$ cat src/rtl/wmem_read_sequencer.sv
// Weight-memory read-request initiator: issues strided weight-buffer reads into the PE chain,
// repeated over a number of passes, with stall back-pressure and a busy/done handshake.
//
// state | meaning
// IDLE  | waiting for start; cfg_* latched on the start edge
// READ  | issuing reads; address held while stalled
// DONE  | one-cycle completion pulse, then back to IDLE
module wmem_read_sequencer #(
    parameter int WBUF_READ_ADDR_WIDTH = 8,
    parameter int ADDR_CNT_WIDTH       = 16,
    parameter int PASS_CNT_WIDTH       = 16
) (
    input  logic                            clk,
    input  logic                            reset,
    input  logic                            start,
    input  logic [WBUF_READ_ADDR_WIDTH-1:0] cfg_base_addr,
    input  logic [WBUF_READ_ADDR_WIDTH-1:0] cfg_addr_stride,
    input  logic [ADDR_CNT_WIDTH-1:0]       cfg_num_addr,
    input  logic [PASS_CNT_WIDTH-1:0]       cfg_num_passes,
    input  logic                            stall,
    output logic                            read_req_w_mem,
    output logic [WBUF_READ_ADDR_WIDTH-1:0] r_addr_w_mem,
    output logic                            busy,
    output logic                            pass_last,
    output logic                            done
);

    typedef enum logic [1:0] {
        IDLE = 2'd0,
        READ = 2'd1,
        DONE = 2'd2
    } state_t;

    localparam logic [ADDR_CNT_WIDTH-1:0] ADDR_ONE = {{(ADDR_CNT_WIDTH-1){1'b0}}, 1'b1};
    localparam logic [PASS_CNT_WIDTH-1:0] PASS_ONE = {{(PASS_CNT_WIDTH-1){1'b0}}, 1'b1};

    state_t state;
    state_t state_next;

    logic [WBUF_READ_ADDR_WIDTH-1:0] base_reg;
    logic [WBUF_READ_ADDR_WIDTH-1:0] stride_reg;
    logic [ADDR_CNT_WIDTH-1:0]       num_addr_reg;
    logic [PASS_CNT_WIDTH-1:0]       num_passes_reg;

    logic [WBUF_READ_ADDR_WIDTH-1:0] addr_reg;
    logic [WBUF_READ_ADDR_WIDTH-1:0] addr_next;
    logic [ADDR_CNT_WIDTH-1:0]       addr_cnt;
    logic [ADDR_CNT_WIDTH-1:0]       addr_cnt_next;
    logic [PASS_CNT_WIDTH-1:0]       pass_cnt;
    logic [PASS_CNT_WIDTH-1:0]       pass_cnt_next;

    logic cfg_load;
    logic last_addr;
    logic last_pass;

    // Counters only ever run 0..N-1, so an equality test against N-1 suffices.
    assign last_addr = (addr_cnt == num_addr_reg - ADDR_ONE);
    assign last_pass = (pass_cnt == num_passes_reg - PASS_ONE);

    assign r_addr_w_mem = addr_reg;

    always_ff @(posedge clk or posedge reset) begin
        if (reset) begin
            state          <= IDLE;
            base_reg       <= '0;
            stride_reg     <= '0;
            num_addr_reg   <= '0;
            num_passes_reg <= '0;
            addr_reg       <= '0;
            addr_cnt       <= '0;
            pass_cnt       <= '0;
        end else begin
            state    <= state_next;
            addr_reg <= addr_next;
            addr_cnt <= addr_cnt_next;
            pass_cnt <= pass_cnt_next;
            if (cfg_load) begin
                base_reg       <= cfg_base_addr;
                stride_reg     <= cfg_addr_stride;
                num_addr_reg   <= cfg_num_addr;
                num_passes_reg <= cfg_num_passes;
            end
        end
    end

    always_comb begin
        state_next     = state;
        addr_next      = addr_reg;
        addr_cnt_next  = addr_cnt;
        pass_cnt_next  = pass_cnt;
        cfg_load       = 1'b0;
        read_req_w_mem = 1'b0;
        busy           = 1'b0;
        pass_last      = 1'b0;
        done           = 1'b0;

        case (state)
            IDLE: begin
                if (start) begin
                    cfg_load      = 1'b1;
                    addr_next     = cfg_base_addr;
                    addr_cnt_next = '0;
                    pass_cnt_next = '0;
                    if (cfg_num_addr == '0 || cfg_num_passes == '0) begin
                        state_next = DONE;
                    end else begin
                        state_next = READ;
                    end
                end
            end

            READ: begin
                busy           = 1'b1;
                pass_last      = last_pass;
                read_req_w_mem = !stall;
                if (!stall) begin
                    if (!last_addr) begin
                        addr_cnt_next = addr_cnt + ADDR_ONE;
                        addr_next     = addr_reg + stride_reg;
                    end else if (!last_pass) begin
                        // Next pass begins on the following cycle without a bubble.
                        pass_cnt_next = pass_cnt + PASS_ONE;
                        addr_cnt_next = '0;
                        addr_next     = base_reg;
                    end else begin
                        state_next = DONE;
                    end
                end
            end

            DONE: begin
                done       = 1'b1;
                state_next = IDLE;
            end

            default: begin
                state_next = IDLE;
            end
        endcase
    end

endmodule
$ cat config.mk
export PLATFORM = sky130hd
export DESIGN_NAME = wmem_read_sequencer
export DESIGN_NICKNAME = d
export VERILOG_FILES = /design/src/rtl/wmem_read_sequencer.sv
export SDC_FILE = /design/constraint.sdc
export NUM_CORES = 1
export LEC_CHECK = 0
export ABC_CLOCK_PERIOD_IN_PS = 3500
export BUFFER_PORTS_ARGS = -buffer_cell sky130_fd_sc_hd__buf_2
export CAP_MARGIN = 20
export CORE_MARGIN = 10
export CORE_UTILIZATION = 45
export CTS_BUF_LIST = sky130_fd_sc_hd__clkbuf_8
export DETAILED_ROUTE_END_ITERATION = 10
export GPL_TIMING_DRIVEN = 0
export SLEW_MARGIN = 20
export SYNTH_ARGS = -nofsm -noshare
export SYNTH_HDL_FRONTEND = slang
export SYNTH_SLANG_ARGS = --single-unit
$ cat constraint.sdc
create_clock -name clk -period 3.5 [get_ports clk]
set_input_delay 0.35 -clock clk [delete_from_list [all_inputs] [get_ports clk]]
set_output_delay 0.35 -clock clk [all_outputs]
set_load 0.02 [all_outputs]
* Word-level counts from Yosys, hierarchy flattened *
Index checks and enable logic that the tools add are counted.

storage, ports and cells
  register bits after elaboration = 90
  input bits = 52
  output and inout port bits = 12

operators by class
  add/subtract/negate cells = 5
  eq/ne operators = 10
  muxes and demuxes = 26
  reductions and logical operators = 9

operators with widths
  cell                     number
  $mux W16                 7
  $pmux W16 S2             2
  $add A16 B1 Y16 const B  2
  $eq A16 B16 Y1           2
  $logic_not A16 Y1        2
  $mux W8                  4
  $sub A16 B1 Y16 const B  2
  $pmux W8 S2              1
  $mux W2                  5
  $ne A2 B2 Y1 const B     5
  $add A8 B8 Y8            1
  $reduce_and A4 Y1        2
  $mux W1                  6
  $reduce_and A5 Y1        1
  $pmux W2 S2              1
  $ne A3 B3 Y1 const B     1
  $eq A2 B1 Y1 const B     1
  $eq A2 B2 Y1 const B     1
  $logic_not A2 Y1         1
  $reduce_bool A2 Y1       1
  $logic_not A1 Y1         1
  $logic_or A1 B1 Y1       1

* Logic depth before layout (Yosys ltp) *
  word-level depth = 6
  mapped depth = 13
  gate-level depth less buffers = 11

* Worst setup path after synthesis *
OpenSTA, ideal clock, no wires.

  path kind = reg-to-reg
  from = register num_addr_reg[0]
  to = register pass_cnt[9]
  setup time = 0.136 ns
  arrival time = 2.912 ns
  path slack = 0.452 ns
  cell stages (with the launch flop) = 14
  path buffers = 3
  cells stage by stage = dfrtp_1 > inv_1 > ha_1 > or3b_1 > clkbuf_1 > or3_1 > a22oi_1 > and4_1 > o2111a_1 > o211ai_2 > buf_6 > buf_2 > o31ai_1 > a21oi_1

on the way
  cells in the longest elaborated chain, start to end = 4

RTL lines
  what                                line  source
  from (decl)                         42    logic [ADDR_CNT_WIDTH-1:0] num_addr_reg;
  from (signal assigned)              80    num_addr_reg <= cfg_num_addr;
  $sub A16 B1 Y16                     57    assign last_addr = (addr_cnt == num_addr_reg - ADDR_ONE);
  $eq A16 B16 Y1                      57
  $ne A2 B2 Y1 (no source line)       n/a
  $reduce_and A5 Y1 (no source line)  n/a
  to (signal assigned)                76    pass_cnt <= pass_cnt_next;
  to (decl)                           49    logic [PASS_CNT_WIDTH-1:0] pass_cnt;

No other way between the ends.
A chain may end at the register's enable or synchronous reset.

* Final worst setup path *
  from = register num_passes_reg[10]
  to = output port pass_last

on the way
  cells in the longest elaborated chain, start to end = 3

RTL lines
  what                    line  source
  from (decl)             43    logic [PASS_CNT_WIDTH-1:0] num_passes_reg;
  from (signal assigned)  81    num_passes_reg <= cfg_num_passes;
  $sub A16 B1 Y16         58    assign last_pass = (pass_cnt == num_passes_reg - PASS_ONE);
  $eq A16 B16 Y1          58
  $mux W1                 97    case (state)
  to (decl)               24    output logic pass_last,

No other way between the ends.

==> impl_metrics.json <==
{
  "run_status": "completed",
  "layout_common_cells": "sky130_fd_sc_hd__nand2_1 (173), sky130_fd_sc_hd__dfrtp_1 (89), sky130_fd_sc_hd__buf_2 (68)",
  "maxSlewViolCount": 0,
  "fillerInstances": 1160,
  "route.antenna.remaining_nets": 0,
  "synth_warnings": 0,
  "dp_hpwl_mm": 12.0,
  "grt-ovfl-total": 0,
  "sw_frac_of_total": 0.367,
  "power_density_over_the_cells_nw_per_um2": 488,
  "worst_r2r_startpoint": "num_addr_reg[4]",
  "share_comb_of_total_power": 0.332,
  "post_synth.cell_area_avg_um2": 8.37,
  "avgRoutedWirePerCell_um": 17.4,
  "grt_first_pass_wirelength_mm": 26.6,
  "path_clk_slew_ns": 0.10,
  "holdCritStartpoint": "cfg_addr_stride[0]",
  "tritoncts_clock_tree": "done",
  "critical_path_arrival_ns": 2.98,
  "cp_num_cells": 8,
  "rrSetupSlack_ns": 0.22,
  "fp.coreArea_um2": 12200,
  "p_leak_nw": 2.97,
  "drt-initial-drc-count": 366,
  "rr_endpoint": "r_addr_w_mem[1]",
  "p_sw_mw": 1.17,
  "synth_seq_cells": 90,
  "final.setup_skew_ns": 0.0209,
  "startpoint_type": "flop",
  "internal_power_mw": 2.02,
  "postSynthCellCount": 675,
  "synth_area_um2": 5650,
  "layout.cells.most_common": "sky130_fd_sc_hd__nand2_1",
  "fin_nets": 819,
  "timing.reg2reg.worst_path_depth": 11,
  "predominant_post_synthesis_flop_cell": "sky130_fd_sc_hd__dfrtp_1",
  "max_slew_headroom": 0.350,
  "timing.hold.worst.class": "in2reg",
  "detail_route.first_pass.iterations": 5,
  "final.setup.worst_slack_ns": 0.171,
  "crit_fanout": 6,
  "cts_buffer_depth": 2,
  "synth_enable_flop_cells": 0,
  "layout_worst_path_cycle_share": 0.951,
  "kind_of_critical_path": "reg2out",
  "synth.net_count": 739,
  "htree_num_levels": 3,
  "area_delta_synth_final_pct": 15.6,
  "route.vias.total": 5316,
  "vias_in_the_first_global_route": 5201,
  "cts_root_buf": "sky130_fd_sc_hd__clkbuf_8",
  "drc": 0,
  "slowest_stage": "sky130_fd_sc_hd__or4_1",
  "power_frac_clock": 0.243,
  "worstSetupStartpoint": "num_passes_reg[10]",
  "seq_power_share": 0.425,
  "setup_viol": 0,
  "gp_routability_congestion": 0.891,
  "cts_sinks": 90,
  "io_buffer_count": 63,
  "cts_buffers": 9,
  "max-cap-violations": 0,
  "worstSetupEndpointType": "output pin",
  "ys_async_sr_fraction": 1.00,
  "detail_route.wirelength_mm": 16.1,
  "insertedDiodeCount": 0,
  "critical_path.max_stage_delay_ns": 0.60,
  "floorplan.initialDensity": 0.465,
  "io_pins": 64,
  "synth.yosys.seq_area_share": 0.399,
  "grt_antenna_before_repair": 0,
  "finalCriticalPeriod_ns": 3.33,
  "crit_path_end": "pass_last",
  "achievable-frequency_mhz": 300,
  "critical_path_cell_by_cell": "or4_1 > or3_1 > a211o_1 > a221oi_2 > nand4_1 > buf_4 > inv_1 > buf_2",
  "die_height_um": 132,
  "drive_above_1_share": 0.161,
  "hold-worst-slack_ns": 0.145,
  "synth_cell_type_count": 66,
  "die_width_um": 132,
  "globalRouteTotalUtil": 0.186,
  "crit_required_ns": 3.15,
  "final-hold-violation-count": 0,
  "maximum_ir_drop_on_the_vdd_rail_mv": 0.530,
  "rows": 40,
  "pre_cts_slack_ns": -0.0887,
  "floorplan.die_area_um2": 17400,
  "clock_latency_ns": 0.39,
  "cp_num_buf_inv": 3,
  "largest_net_degree_at_the_start_of_global_routing": 65,
  "cpLargestDelayFamily": "simple AND/OR/NAND/NOR gates",
  "vias_per_cell": 5.73,
  "timing_worst_slew_pin_value_ns": 0.965
}
## worst register-to-register path, cell delays in order (launching register included)
cell and delay (ns):
sky130_fd_sc_hd__dfrtp_1 0.38, sky130_fd_sc_hd__buf_6 0.13, sky130_fd_sc_hd__or4_4 0.53, sky130_fd_sc_hd__buf_6 0.15, sky130_fd_sc_hd__or4_1 0.50, sky130_fd_sc_hd__a32oi_1 0.26
sky130_fd_sc_hd__a211oi_2 0.09, sky130_fd_sc_hd__o2111ai_1 0.20, sky130_fd_sc_hd__buf_2 0.38, sky130_fd_sc_hd__mux2i_1 0.22, sky130_fd_sc_hd__o21ai_1 0.07, sky130_fd_sc_hd__mux2_2 0.27
## cell families after synthesis
logic type | after synthesis | share of synthesized area
adder cells (fa/ha/maj) | 12 | 0.0279
XOR/XNOR | 46 | 0.0713
AO/OA/AOI/OAI | 122 | 0.144
buffers and inverters | 57 | 0.0441
flip-flops | 90 | 0.399
multiplexers | 9 | 0.0173
AND/OR/NAND/NOR | 339 | 0.297
## worst min-delay path by stage
stage                                to  slack, ns  cells past startpoint
after floorplan             base_reg[1]       0.44                      2
after global placement      base_reg[3]       0.46                      2
after detailed placement    pass_cnt[2]       0.34                      2
after CTS                 stride_reg[0]       0.13                      3
after global routing      stride_reg[5]       0.13                      3
final                     stride_reg[0]       0.15                      3
## timing repair
action	4_1_cts	5_1_grt
setup buffers	1	3
hold endpoints to repair	26	0
pin swaps	2	5
gates cloned	0	1
resized for setup	1	15
setup endpoints to repair	27	41
hold buffers	1	0
## layer usage
layer | up-vias | share of wire | GRT usage | routed length [um]
met4 | 0 | 0.022 | 0.0550 | 350
li1 | 2549 | - | - | -
met5 | - | 0 | 0 | 0
met1 | 2561 | 0.47 | 0.254 | 7510
met2 | 179 | 0.45 | 0.277 | 7200
met3 | 27 | 0.066 | 0.0556 | 1070
## cell type report
class                           instances  area (um2)  share of cell area
Buffer                                 33         168              0.0257
Multi-Input combinational cell        529        3210               0.492
Clock buffer                            9         124              0.0190
Clock inverter                          7        88.8              0.0136
Sequential cell                        90        2250               0.345
Inverter                               23        91.3              0.0140
Tap cell                              168         210              0.0322
Timing Repair Buffer                   69         383              0.0586
## synthesized netlist by cell type (3+ instances only)
master | instances | area (um2)
sky130_fd_sc_hd__a211o_1 | 3 | 26.3
sky130_fd_sc_hd__a21o_1 | 3 | 22.5
sky130_fd_sc_hd__a21oi_1 | 28 | 140
sky130_fd_sc_hd__a31oi_1 | 8 | 50.1
sky130_fd_sc_hd__and2_1 | 4 | 25.0
sky130_fd_sc_hd__and3_1 | 9 | 56.3
sky130_fd_sc_hd__and4_1 | 5 | 43.8
sky130_fd_sc_hd__buf_1 | 6 | 22.5
sky130_fd_sc_hd__buf_2 | 7 | 35.0
sky130_fd_sc_hd__buf_6 | 3 | 33.8
sky130_fd_sc_hd__clkbuf_1 | 17 | 63.8
sky130_fd_sc_hd__dfrtp_1 | 90 | 2250
sky130_fd_sc_hd__ha_1 | 11 | 138
sky130_fd_sc_hd__inv_1 | 22 | 82.6
sky130_fd_sc_hd__mux2_1 | 5 | 56.3
sky130_fd_sc_hd__mux2i_1 | 3 | 30.0
sky130_fd_sc_hd__nand2_1 | 173 | 649
sky130_fd_sc_hd__nand2b_1 | 7 | 43.8
sky130_fd_sc_hd__nand3_1 | 23 | 115
sky130_fd_sc_hd__nand4_1 | 14 | 87.6
sky130_fd_sc_hd__nor2_1 | 24 | 90.1
sky130_fd_sc_hd__nor3_1 | 12 | 60.1
sky130_fd_sc_hd__nor4_1 | 14 | 87.6
sky130_fd_sc_hd__nor4_2 | 3 | 37.5
sky130_fd_sc_hd__o211ai_1 | 10 | 75.1
sky130_fd_sc_hd__o21ai_0 | 16 | 80.1
sky130_fd_sc_hd__o21ai_1 | 14 | 70.1
sky130_fd_sc_hd__o21bai_1 | 3 | 22.5
sky130_fd_sc_hd__o31ai_1 | 9 | 67.6
sky130_fd_sc_hd__or2_2 | 6 | 37.5
sky130_fd_sc_hd__or3_1 | 18 | 113
sky130_fd_sc_hd__or4_1 | 17 | 128
sky130_fd_sc_hd__xnor2_1 | 26 | 228
sky130_fd_sc_hd__xor2_1 | 20 | 175
## stage by stage
stage | instances | util | power, mW | cell area (um2) | setup TNS [ns]
2_1_floorplan | 675 | - | 2.12 | 5650 | 0
3_3_place_gp | 906 | 0.508 | 2.37 | 6170 | -37.42
3_5_place_dp | 907 | 0.510 | 2.41 | 6210 | -0.515
4_1_cts | 924 | 0.529 | 3.20 | 6430 | 0
5_1_grt | 928 | 0.537 | 3.42 | 6530 | -0.00350
6_report | 928 | 0.537 | 3.19 | 6530 | 0
## power by group through the flow
stage / Clock, mW / Sequential (mW) / Combinational, mW
6_report: 0.775 / 1.35 / 1.06
2_1_floorplan: 0 / 1.38 / 0.738
5_1_grt: 0.841 / 1.38 / 1.19
3_5_place_dp: 0 / 1.37 / 1.04
3_3_place_gp: 0 / 1.36 / 1.01
4_1_cts: 0.802 / 1.35 / 1.05
Power figures use the tool's default switching activity.
